File: config.mk
export PLATFORM = sky130hd
export DESIGN_NAME = imu_spi_sequencer
export DESIGN_NICKNAME = d
export VERILOG_FILES = /design/src/rtl/imu_spi_sequencer.sv
export SDC_FILE = /design/constraint.sdc
export NUM_CORES = 1
export LEC_CHECK = 0
export CORE_ASPECT_RATIO = 1.2
export CORE_MARGIN = 3
export CORE_UTILIZATION = 58
export DETAILED_ROUTE_END_ITERATION = 12
export PLACE_DENSITY = 0.86
export SLEW_MARGIN = 20
export SYNTH_ARGS = -nofsm -noshare
export SYNTH_HDL_FRONTEND = slang
export SYNTH_SLANG_ARGS = --single-unit
File: constraint.sdc
create_clock -name clk -period 4.52 [get_ports clk]
set_input_delay 0.904 -clock clk [delete_from_list [all_inputs] [get_ports clk]]
set_output_delay 0.904 -clock clk [all_outputs]
set_load 0.005 [all_outputs]
File: src/rtl/imu_spi_sequencer.sv
`default_nettype none
// ============================================================================
//  Module      : imu_spi_sequencer
//  Description : ISM330DHCX SPI master. Configures the accel/gyro, then bursts
//                six output words per sample tick as tagged signed samples.
//  Revision    : 1.0 - initial release
// ============================================================================
module imu_spi_sequencer #(
    parameter int         CLK_DIV       = 4,
    parameter int         SAMPLE_PERIOD = 1000,
    parameter logic [7:0] CTRL1_XL_VAL  = 8'h60,
    parameter logic [7:0] CTRL2_G_VAL   = 8'h60,
    parameter logic [6:0] START_ADDR    = 7'h22,
    parameter int         NUM_WORDS     = 6
) (
    input  logic        clk,
    input  logic        rst,
    input  logic        enable,
    input  logic        spi_miso,
    output logic        spi_sck,
    output logic        spi_cs,
    output logic        spi_mosi,
    output logic [15:0] sample_data,
    output logic [2:0]  sample_axis,
    output logic        sample_valid,
    output logic        frame_done,
    output logic        busy,
    output logic        overrun
);

    localparam int c_rd_bits = 8 + 16 * NUM_WORDS;
    localparam int c_ph_w    = $clog2(2 * c_rd_bits + 2);
    localparam int c_cnt_w   = $clog2(2 * CLK_DIV);
    localparam int c_tick_w  = $clog2(SAMPLE_PERIOD);

    // Phase 0 is CS setup, odd phases SCK low, even phases SCK high, last is hold.
    localparam logic [c_ph_w-1:0]   c_ph_last_cfg = c_ph_w'(2 * 16 + 1);
    localparam logic [c_ph_w-1:0]   c_ph_last_rd  = c_ph_w'(2 * c_rd_bits + 1);
    localparam logic [c_ph_w-1:0]   c_ph_data     = c_ph_w'(18);
    localparam logic [c_cnt_w-1:0]  c_div_last    = c_cnt_w'(CLK_DIV - 1);
    localparam logic [c_cnt_w-1:0]  c_gap_last    = c_cnt_w'(2 * CLK_DIV - 1);
    localparam logic [c_tick_w-1:0] c_tick_last   = c_tick_w'(SAMPLE_PERIOD - 1);
    localparam logic [2:0]          c_axis_last   = 3'(NUM_WORDS - 1);

    localparam logic [2:0] c_st_cfg1 = 3'd0;
    localparam logic [2:0] c_st_cfg2 = 3'd1;
    localparam logic [2:0] c_st_gap  = 3'd2;
    localparam logic [2:0] c_st_idle = 3'd3;
    localparam logic [2:0] c_st_read = 3'd4;

    logic [2:0]          r_state, w_state, r_gap_ret, w_gap_ret, w_tgt;
    logic [c_cnt_w-1:0]  r_cnt, w_cnt;
    logic [c_ph_w-1:0]   r_phase, w_phase, w_p, w_ph_last;
    logic [c_tick_w-1:0] r_tick_cnt, w_tick_cnt;
    logic                r_cs, w_cs, r_sck, w_sck, r_mosi, w_mosi;
    logic [15:0]         r_tx, w_tx, r_rx, w_rx, r_data, w_data;
    logic [3:0]          r_rxn, w_rxn;
    logic [2:0]          r_word, w_word, r_axis, w_axis;
    logic                r_valid, w_valid, r_frame, w_frame;
    logic                r_busy, w_busy, r_overrun, w_overrun;
    logic                w_tick, w_start;

    always_comb begin
        w_state    = r_state;
        w_gap_ret  = r_gap_ret;
        w_cnt      = r_cnt;
        w_phase    = r_phase;
        w_cs       = r_cs;
        w_sck      = r_sck;
        w_mosi     = r_mosi;
        w_tx       = r_tx;
        w_rx       = r_rx;
        w_rxn      = r_rxn;
        w_word     = r_word;
        w_data     = r_data;
        w_axis     = r_axis;
        w_valid    = 1'b0;
        w_frame    = 1'b0;
        w_start    = 1'b0;
        w_tgt      = r_state;
        w_tick     = (r_tick_cnt == c_tick_last);
        w_tick_cnt = w_tick ? '0 : r_tick_cnt + 1'b1;
        w_overrun  = w_tick && (r_state != c_st_idle);
        w_ph_last  = (r_state == c_st_read) ? c_ph_last_rd : c_ph_last_cfg;
        w_p        = r_phase + 1'b1;

        case (r_state)
            c_st_idle: begin
                if (w_tick && enable) begin
                    w_start = 1'b1;
                    w_tgt   = c_st_read;
                end
            end
            c_st_gap: begin
                if (r_cnt == c_gap_last) begin
                    w_state = r_gap_ret;
                    if (r_gap_ret != c_st_idle) begin
                        w_start = 1'b1;
                        w_tgt   = r_gap_ret;
                    end
                end else begin
                    w_cnt = r_cnt + 1'b1;
                end
            end
            c_st_cfg1, c_st_cfg2, c_st_read: begin
                // CS still high here only on the first cycle out of reset.
                if (r_cs) begin
                    w_start = 1'b1;
                    w_tgt   = r_state;
                end else if (r_cnt != c_div_last) begin
                    w_cnt = r_cnt + 1'b1;
                end else begin
                    w_cnt = '0;
                    if (r_phase == w_ph_last) begin
                        w_cs      = 1'b1;
                        w_mosi    = 1'b0;
                        w_phase   = '0;
                        w_state   = c_st_gap;
                        w_gap_ret = (r_state == c_st_cfg1) ? c_st_cfg2 : c_st_idle;
                    end else begin
                        w_phase = w_p;
                        if (w_p != w_ph_last) begin
                            if (w_p[0]) begin
                                w_sck  = 1'b0;
                                w_mosi = r_tx[15];
                                w_tx   = {r_tx[14:0], 1'b0};
                            end else begin
                                w_sck = 1'b1;
                                if ((r_state == c_st_read) && (w_p >= c_ph_data)) begin
                                    w_rx  = {r_rx[14:0], spi_miso};
                                    w_rxn = r_rxn + 1'b1;
                                    if (r_rxn == 4'd15) begin
                                        w_valid = 1'b1;
                                        w_data  = {w_rx[7:0], w_rx[15:8]};
                                        w_axis  = r_word;
                                        w_word  = r_word + 1'b1;
                                        w_frame = (r_word == c_axis_last);
                                    end
                                end
                            end
                        end
                    end
                end
            end
            default: begin
                w_state = c_st_cfg1;
                w_cs    = 1'b1;
                w_sck   = 1'b1;
                w_mosi  = 1'b0;
            end
        endcase

        if (w_start) begin
            w_state = w_tgt;
            w_cs    = 1'b0;
            w_sck   = 1'b1;
            w_mosi  = 1'b0;
            w_cnt   = '0;
            w_phase = '0;
            w_rxn   = '0;
            case (w_tgt)
                c_st_cfg1: w_tx = {1'b0, 7'h10, CTRL1_XL_VAL};
                c_st_cfg2: w_tx = {1'b0, 7'h11, CTRL2_G_VAL};
                default:   w_tx = {1'b1, START_ADDR, 8'h00};
            endcase
            if (w_tgt == c_st_read) begin
                w_word = '0;
                w_axis = '0;
            end
        end

        w_busy = (w_state != c_st_idle) || !w_cs;
    end

    always_ff @(posedge clk) begin
        if (rst) begin
            r_state    <= c_st_cfg1;
            r_gap_ret  <= c_st_cfg2;
            r_cnt      <= '0;
            r_phase    <= '0;
            r_tick_cnt <= '0;
            r_cs       <= 1'b1;
            r_sck      <= 1'b1;
            r_mosi     <= 1'b0;
            r_tx       <= '0;
            r_rx       <= '0;
            r_rxn      <= '0;
            r_word     <= '0;
            r_data     <= '0;
            r_axis     <= '0;
            r_valid    <= 1'b0;
            r_frame    <= 1'b0;
            r_busy     <= 1'b0;
            r_overrun  <= 1'b0;
        end else begin
            r_state    <= w_state;
            r_gap_ret  <= w_gap_ret;
            r_cnt      <= w_cnt;
            r_phase    <= w_phase;
            r_tick_cnt <= w_tick_cnt;
            r_cs       <= w_cs;
            r_sck      <= w_sck;
            r_mosi     <= w_mosi;
            r_tx       <= w_tx;
            r_rx       <= w_rx;
            r_rxn      <= w_rxn;
            r_word     <= w_word;
            r_data     <= w_data;
            r_axis     <= w_axis;
            r_valid    <= w_valid;
            r_frame    <= w_frame;
            r_busy     <= w_busy;
            r_overrun  <= w_overrun;
        end
    end

    assign spi_sck      = r_sck;
    assign spi_cs       = r_cs;
    assign spi_mosi     = r_mosi;
    assign sample_data  = r_data;
    assign sample_axis  = r_axis;
    assign sample_valid = r_valid;
    assign frame_done   = r_frame;
    assign busy         = r_busy;
    assign overrun      = r_overrun;

endmodule
`default_nettype wire

# Word level (Yosys, flattened, before mapping)
# Cells that the tools add are included.
dict set report op_classes {
  mux 68
  reduce_logical 25
  magnitude_cmp 1
  eq_ne 26
  add_sub_neg 5
  bitwise 9
}
# op n
set op_table {}
lappend op_table {{$mux W16} 7}
lappend op_table {{$mux W3} 31}
lappend op_table {{$pmux W16 S2} 1}
lappend op_table {{$mux W1} 19}
lappend op_table {{$mux W8} 2}
lappend op_table {{$ne A2 B2 Y1 const B} 7}
lappend op_table {{$eq A3 B3 Y1 const B} 4}
lappend op_table {{$ne A3 B2 Y1 const B} 4}
lappend op_table {{$pmux W3 S2} 2}
lappend op_table {{$add A10 B1 Y10 const B} 1}
lappend op_table {{$eq A10 B10 Y1 const B} 1}
lappend op_table {{$reduce_and A5 Y1} 2}
lappend op_table {{$not A1 Y1} 9}
lappend op_table {{$pmux W3 S3} 1}
lappend op_table {{$reduce_or A9 Y1} 1}
lappend op_table {{$add A8 B1 Y8 const B} 1}
lappend op_table {{$eq A8 B8 Y1} 1}
lappend op_table {{$ge A8 B5 Y1 const B} 1}
lappend op_table {{$ne A8 B8 Y1} 1}
lappend op_table {{$reduce_and A8 Y1} 1}
lappend op_table {{$reduce_bool A2 Y1} 4}
lappend op_table {{$reduce_or A8 Y1} 1}
lappend op_table {{$reduce_and A7 Y1} 1}
lappend op_table {{$add A3 B1 Y3 const B} 2}
lappend op_table {{other kinds (18)} 29}
dict set report word_totals {
  out_inout_bits 26
  wordCells 152
  register_bits 91
  inputBits 4
}

# Longest topological paths before layout
dict set report depth {
  word_depth 12
  ltp_mapped 11
  mapped_depth_nobuf 8
}

# Worst setup path before layout
# OpenSTA, ideal clock, no wires.
dict set report synth_path {
  path_type {reg-to-reg}
  startpoint {register r_phase[0]}
  endpoint {register r_word[0]}
  period_less_slack_ns 2.516
  arrival_ns 2.390
  stages_incl_launch_ff 11
  setup_time_ns 0.126
  path_slack_ns 2.004
  n_path_buf 2
  required_time_ns 4.394
  cell_sequence {dfxtp_1 -> buf_2 -> inv_1 -> ha_1 -> or4_1 -> a21oi_1 -> a21oi_1 -> a22oi_1 -> nor3_2 -> buf_2 -> mux2i_1}
}
dict set report synth_via {
  elab_chain_cells 12
  word_cells_on_any_way 14
  cone_classes {add/sub: 1; order compare: 1; eq/ne: 2; mux: 9; reduce/logical: 1}
}
# item line_no
set synth_rtl {}
lappend synth_rtl {{from (decl)} 53} ;# logic [c_ph_w-1:0] r_phase, w_phase, w_p, w_ph_last;
lappend synth_rtl {{from (signal assigned)} 199} ;# r_phase <= w_phase;
lappend synth_rtl {{$add A8 B1 Y8} 85} ;# w_p = r_phase + 1'b1;
lappend synth_rtl {{$ge A8 B5 Y1} 129} ;# if ((r_state == c_st_read) && (w_p >= c_ph_data)) begin
lappend synth_rtl {{$logic_and A1 B1 Y1} 129}
lappend synth_rtl {{$mux W3} 129}
lappend synth_rtl {{$mux W3} 123} ;# if (w_p[0]) begin
lappend synth_rtl {{$mux W3} 122} ;# if (w_p != w_ph_last) begin
lappend synth_rtl {{$mux W3 (*)} 114} ;# if (r_phase == w_ph_last) begin
lappend synth_rtl {{$mux W3 (*)} 110} ;# end else if (r_cnt != c_div_last) begin
lappend synth_rtl {{$mux W3 (*)} 107} ;# if (r_cs) begin
lappend synth_rtl {{$mux W3 (*)} 87} ;# case (r_state)
lappend synth_rtl {{$mux W3} 166} ;# if (w_tgt == c_st_read) begin
lappend synth_rtl {{$mux W3 (*)} 153} ;# if (w_start) begin
lappend synth_rtl {{to (signal assigned)} 207} ;# r_word <= w_word;
lappend synth_rtl {{to (decl)} 58} ;# logic [2:0] r_word, w_word, r_axis, w_axis;
# Every way passes the cells marked *; elsewhere a longest branch is shown, timed or not.
# A chain may end at the register's enable or synchronous reset.

# Worst setup path after layout
dict set report layout_path {
  startpoint {register r_phase[0]}
  endpoint {register r_mosi, in the netlist spi_mosi}
}
dict set report layout_via {
  elab_chain_cells 5
  word_cells_on_any_way 10
  cone_classes {add/sub: 1; eq/ne: 4; mux: 4; reduce/logical: 1}
}
# item line_no
set layout_rtl {}
lappend layout_rtl {{parallel branches: the longest is 5 deep, another holds $add A8 B1 Y8} -}
lappend layout_rtl {{to (signal assigned)} 203} ;# r_mosi <= w_mosi;
lappend layout_rtl {{to (decl)} 55} ;# logic r_cs, w_cs, r_sck, w_sck, r_mosi, w_mosi;
# Several ways; the timed one is not identified. The select of a mux whose other input is x is not followed.

==> impl_metrics.ini <==
[status]
status = finished clean

[setup_path]
criticalPathCategory = reg -> reg
endpoint_kind = flip-flop
crit_path_start_kind = flip-flop
arrival_ns = 3.52
worst_setup_path_startpoint = r_phase[0]
crit_required_ns = 4.77
worstPathMaxFanout = 20
regToRegStartpoint = r_phase[0]

[sta]
max_slew.worst_pin.slew_ns = 0.746
finalClockSkew_ns = 0.0134
hold_violations = 0
relSlewSlack_pct = 50.1
finalMaxSlewViolations = 0
layout_worst_path_cycle_share_pct = 72.3
final_period_minus_worst_setup_slack_ns = 3.27
rsz0062_at_grt = false
setup-tns-final_ns = 0
max_freq_mhz = 306
setup_violations = 0
setup_ws_ns = 1.25

[clocking]
tritoncts_clock_tree = done
post_cts.resized_instances = 0
post_cts_buffers = 0
max-clock-path-buffers = 2
path_clk_slew_ns = 0.09
clock_sinks = 84
cts_hold_buffers = 0
clkLatencyLatePin_ns = 0.37
cts_inserted_buffers = 9
root_buffer = clkbuf_8
cts_max_level = 3

[detailed_routing]
totalWireLength_mm = 8.45
detail_route.wl_per_cell_um = 14.6
drt-pass1-iter-count = 4
postRouteAntennaNets = 0
remaining_drc_errors = 0
drt_first_iter_violations = 245
viasPerCell = 5.96
detailroute.via_count = 3443

[die]
die_w_um = 81.9
ioPinCount = 30
initial_utilization_pct = 61.0
core_area_mm2 = 0.00657
die-height_um = 97.0
fp-row-count = 32
die_area_mm2 = 0.00795

[yosys]
synth-compound-area-share_pct = 17.2
synthesis_stage_register_bit_count = 84
synth_enable_flop_cells = 0
synth_async_sr_flop_share_pct = 0
synth_xor_xnor_area_share_pct = 1.75
synth_mux_area_share_pct = 7.50
syn-mean-instance-area_um2 = 8.43
synthesis.yosys.warnings = 0
ys_types = 57
synth_adder_area_share_pct = 2.81
synthDominantCellAreaShare_pct = 42.0
synth_seq_area_share_pct = 42.0
synth.top_cells.by_area = dfxtp_1 42%, mux2i_1 7.5%, nand2_1 5.8%
largest_area_contributor_in_the_synthesized_netlist = dfxtp_1
mappedNetlistNets = 488
simple_gate_share_of_the_synthesized_area_pct = 24.2
synthesized_area_mm2 = 0.00401
synth_top_family_by_area = simple AND/OR/NAND/NOR gates
synth_flop_cell = dfxtp_1
synthCells = 475

[layout]
diodes = 0
drive_gt1_share_pct = 6.49
nNetsFinal = 501
area.growth.synth_to_final_pct = 12.1
instances_no_fill = 578

[placement]
dp_worst_setup_slack_ns = 1.27
post-dp-hpwl_mm = 5.94
place.detailed.instances = 562
gp_congestion = 1.02
io_buffer_count = 29

[power]
power_leakage_nw = 1.49
vdd_drop_max_uv = 192
p_per_area_mw_per_mm2 = 294
design_power_total_mw = 1.32

[job]
max_cap_violations = 0

[global_route]
grt_pass1_vias = 3258
antenna_violations_before_repair = 0
first_pass_grt_wire_length_mm = 14.7
grt_max_degree = 37
grt_use_total_pct = 23.0
grt_remaining_overflow = 0

[worst_hold_path]
hold_path_startpoint = sample_axis[2]
worstHoldPathType = reg -> reg
metal layers:
| metal | track usage (%) | vias up | share of wire, % |
|---|---|---|---|
| met5 | 0 | - | 0 |
| met4 | 9.34 | 0 | 2.1 |
| met3 | 5.03 | 15 | 3.8 |
| met2 | 37.6 | 79 | 50 |
| met1 | 28.8 | 1610 | 44 |
| li1 | - | 1739 | - |
through the flow:
step                      hold slack [ns]  instance area, um2  utilization [%]
after floorplan                     0.426                4010                -
after global placement              0.438                4310             65.6
after detailed placement            0.448                4310             65.6
after CTS                           0.465                4490             68.4
after global routing                0.474                4490             68.4
final                               0.459                4490             68.4
critical path: stages (launching register included):
cell	delay [ns]
dfxtp_1	0.61
ha_1	0.44
and3_1	0.30
o221ai_1	0.13
a221o_1	0.40
or3_1	0.69
a2111o_1	0.49
o311ai_0	0.08
kinds of logic after synthesis:
family                   Yosys count
flip-flops                        84
XOR/XNOR                           8
buffers and inverters             43
adder cells (fa/ha/maj)            9
AND/OR/NAND/NOR                  187
multiplexers                      30
AO/OA/AOI/OAI                    114
path summary, 6_finish.rpt:
check                        end  slack, ns  cells past startpoint
setup / recovery        spi_mosi       1.25                      7
hold / removal    sample_axis[2]       0.46                      2
setup reg to reg        spi_mosi       1.25                      7
hold reg to reg   sample_axis[2]       0.46                      2
layout make-up:
class | instances | area, um2
multi-input cells | 348 | 2150
well taps | 85 | 106
inverters | 11 | 41.3
flip-flops and latches | 84 | 1680
clock buffers | 9 | 124
clock inverters | 7 | 63.8
repair buffers | 34 | 328
fillers | 524 | 2070
placed cells by master, fill, tap and decap left out, drive strengths merged, types with 3 or more instances in the layout:
cell type and instances:
nand4 4, nor3b 6, nand4b 4, nand3 35, a21o 3, nor3 10, o311ai 3, nor2b 5
buf 5, nor4 6, or3 7, nand2 62, or4 6, inv 16, clkbuf 9, a21oi 45
nor2 25, ha 9, and3 4, o31ai 4, dfxtp 84, clkdlybuf4s50 29, xor2 5, mux2i 30
xnor2 3, a31oi 5, o21ai 36
cell usage after synthesis (all sizes together), types with 2 or more instances:
cell	instances
a211oi	2
a21o	3
a21oi	45
a311oi	2
a31oi	5
and3	4
buf	13
clkbuf	19
dfxtp	84
ha	9
inv	11
mux2i	30
nand2	62
nand2b	2
nand3	35
nand3b	2
nand4	4
nand4b	4
nor2	25
nor2b	5
nor3	10
nor3b	6
nor4	6
o21ai	36
o311ai	3
o31ai	4
or2	2
or3	7
or3b	2
or4	6
or4b	2
xnor2	3
xor2	5
power breakdown:
group	internal, mW	total [mW]	switching, mW	leakage (nW)
Sequential	0.749	0.757	0.00893	0.680
Combinational	0.0178	0.0493	0.0315	0.715
Clock	0.213	0.514	0.301	0.0907
sequential cells by signal, indices dropped and copies added, names as in the netlist, 3 cells and up:
signal / flops
r_tick_cnt: 10
r_tx: 11
r_rxn: 4
sample_data: 16
r_phase: 8
r_word: 3
r_rx: 15
sample_axis: 3
r_cnt: 3
r_state: 3
(Power assumes the default switching activity.)
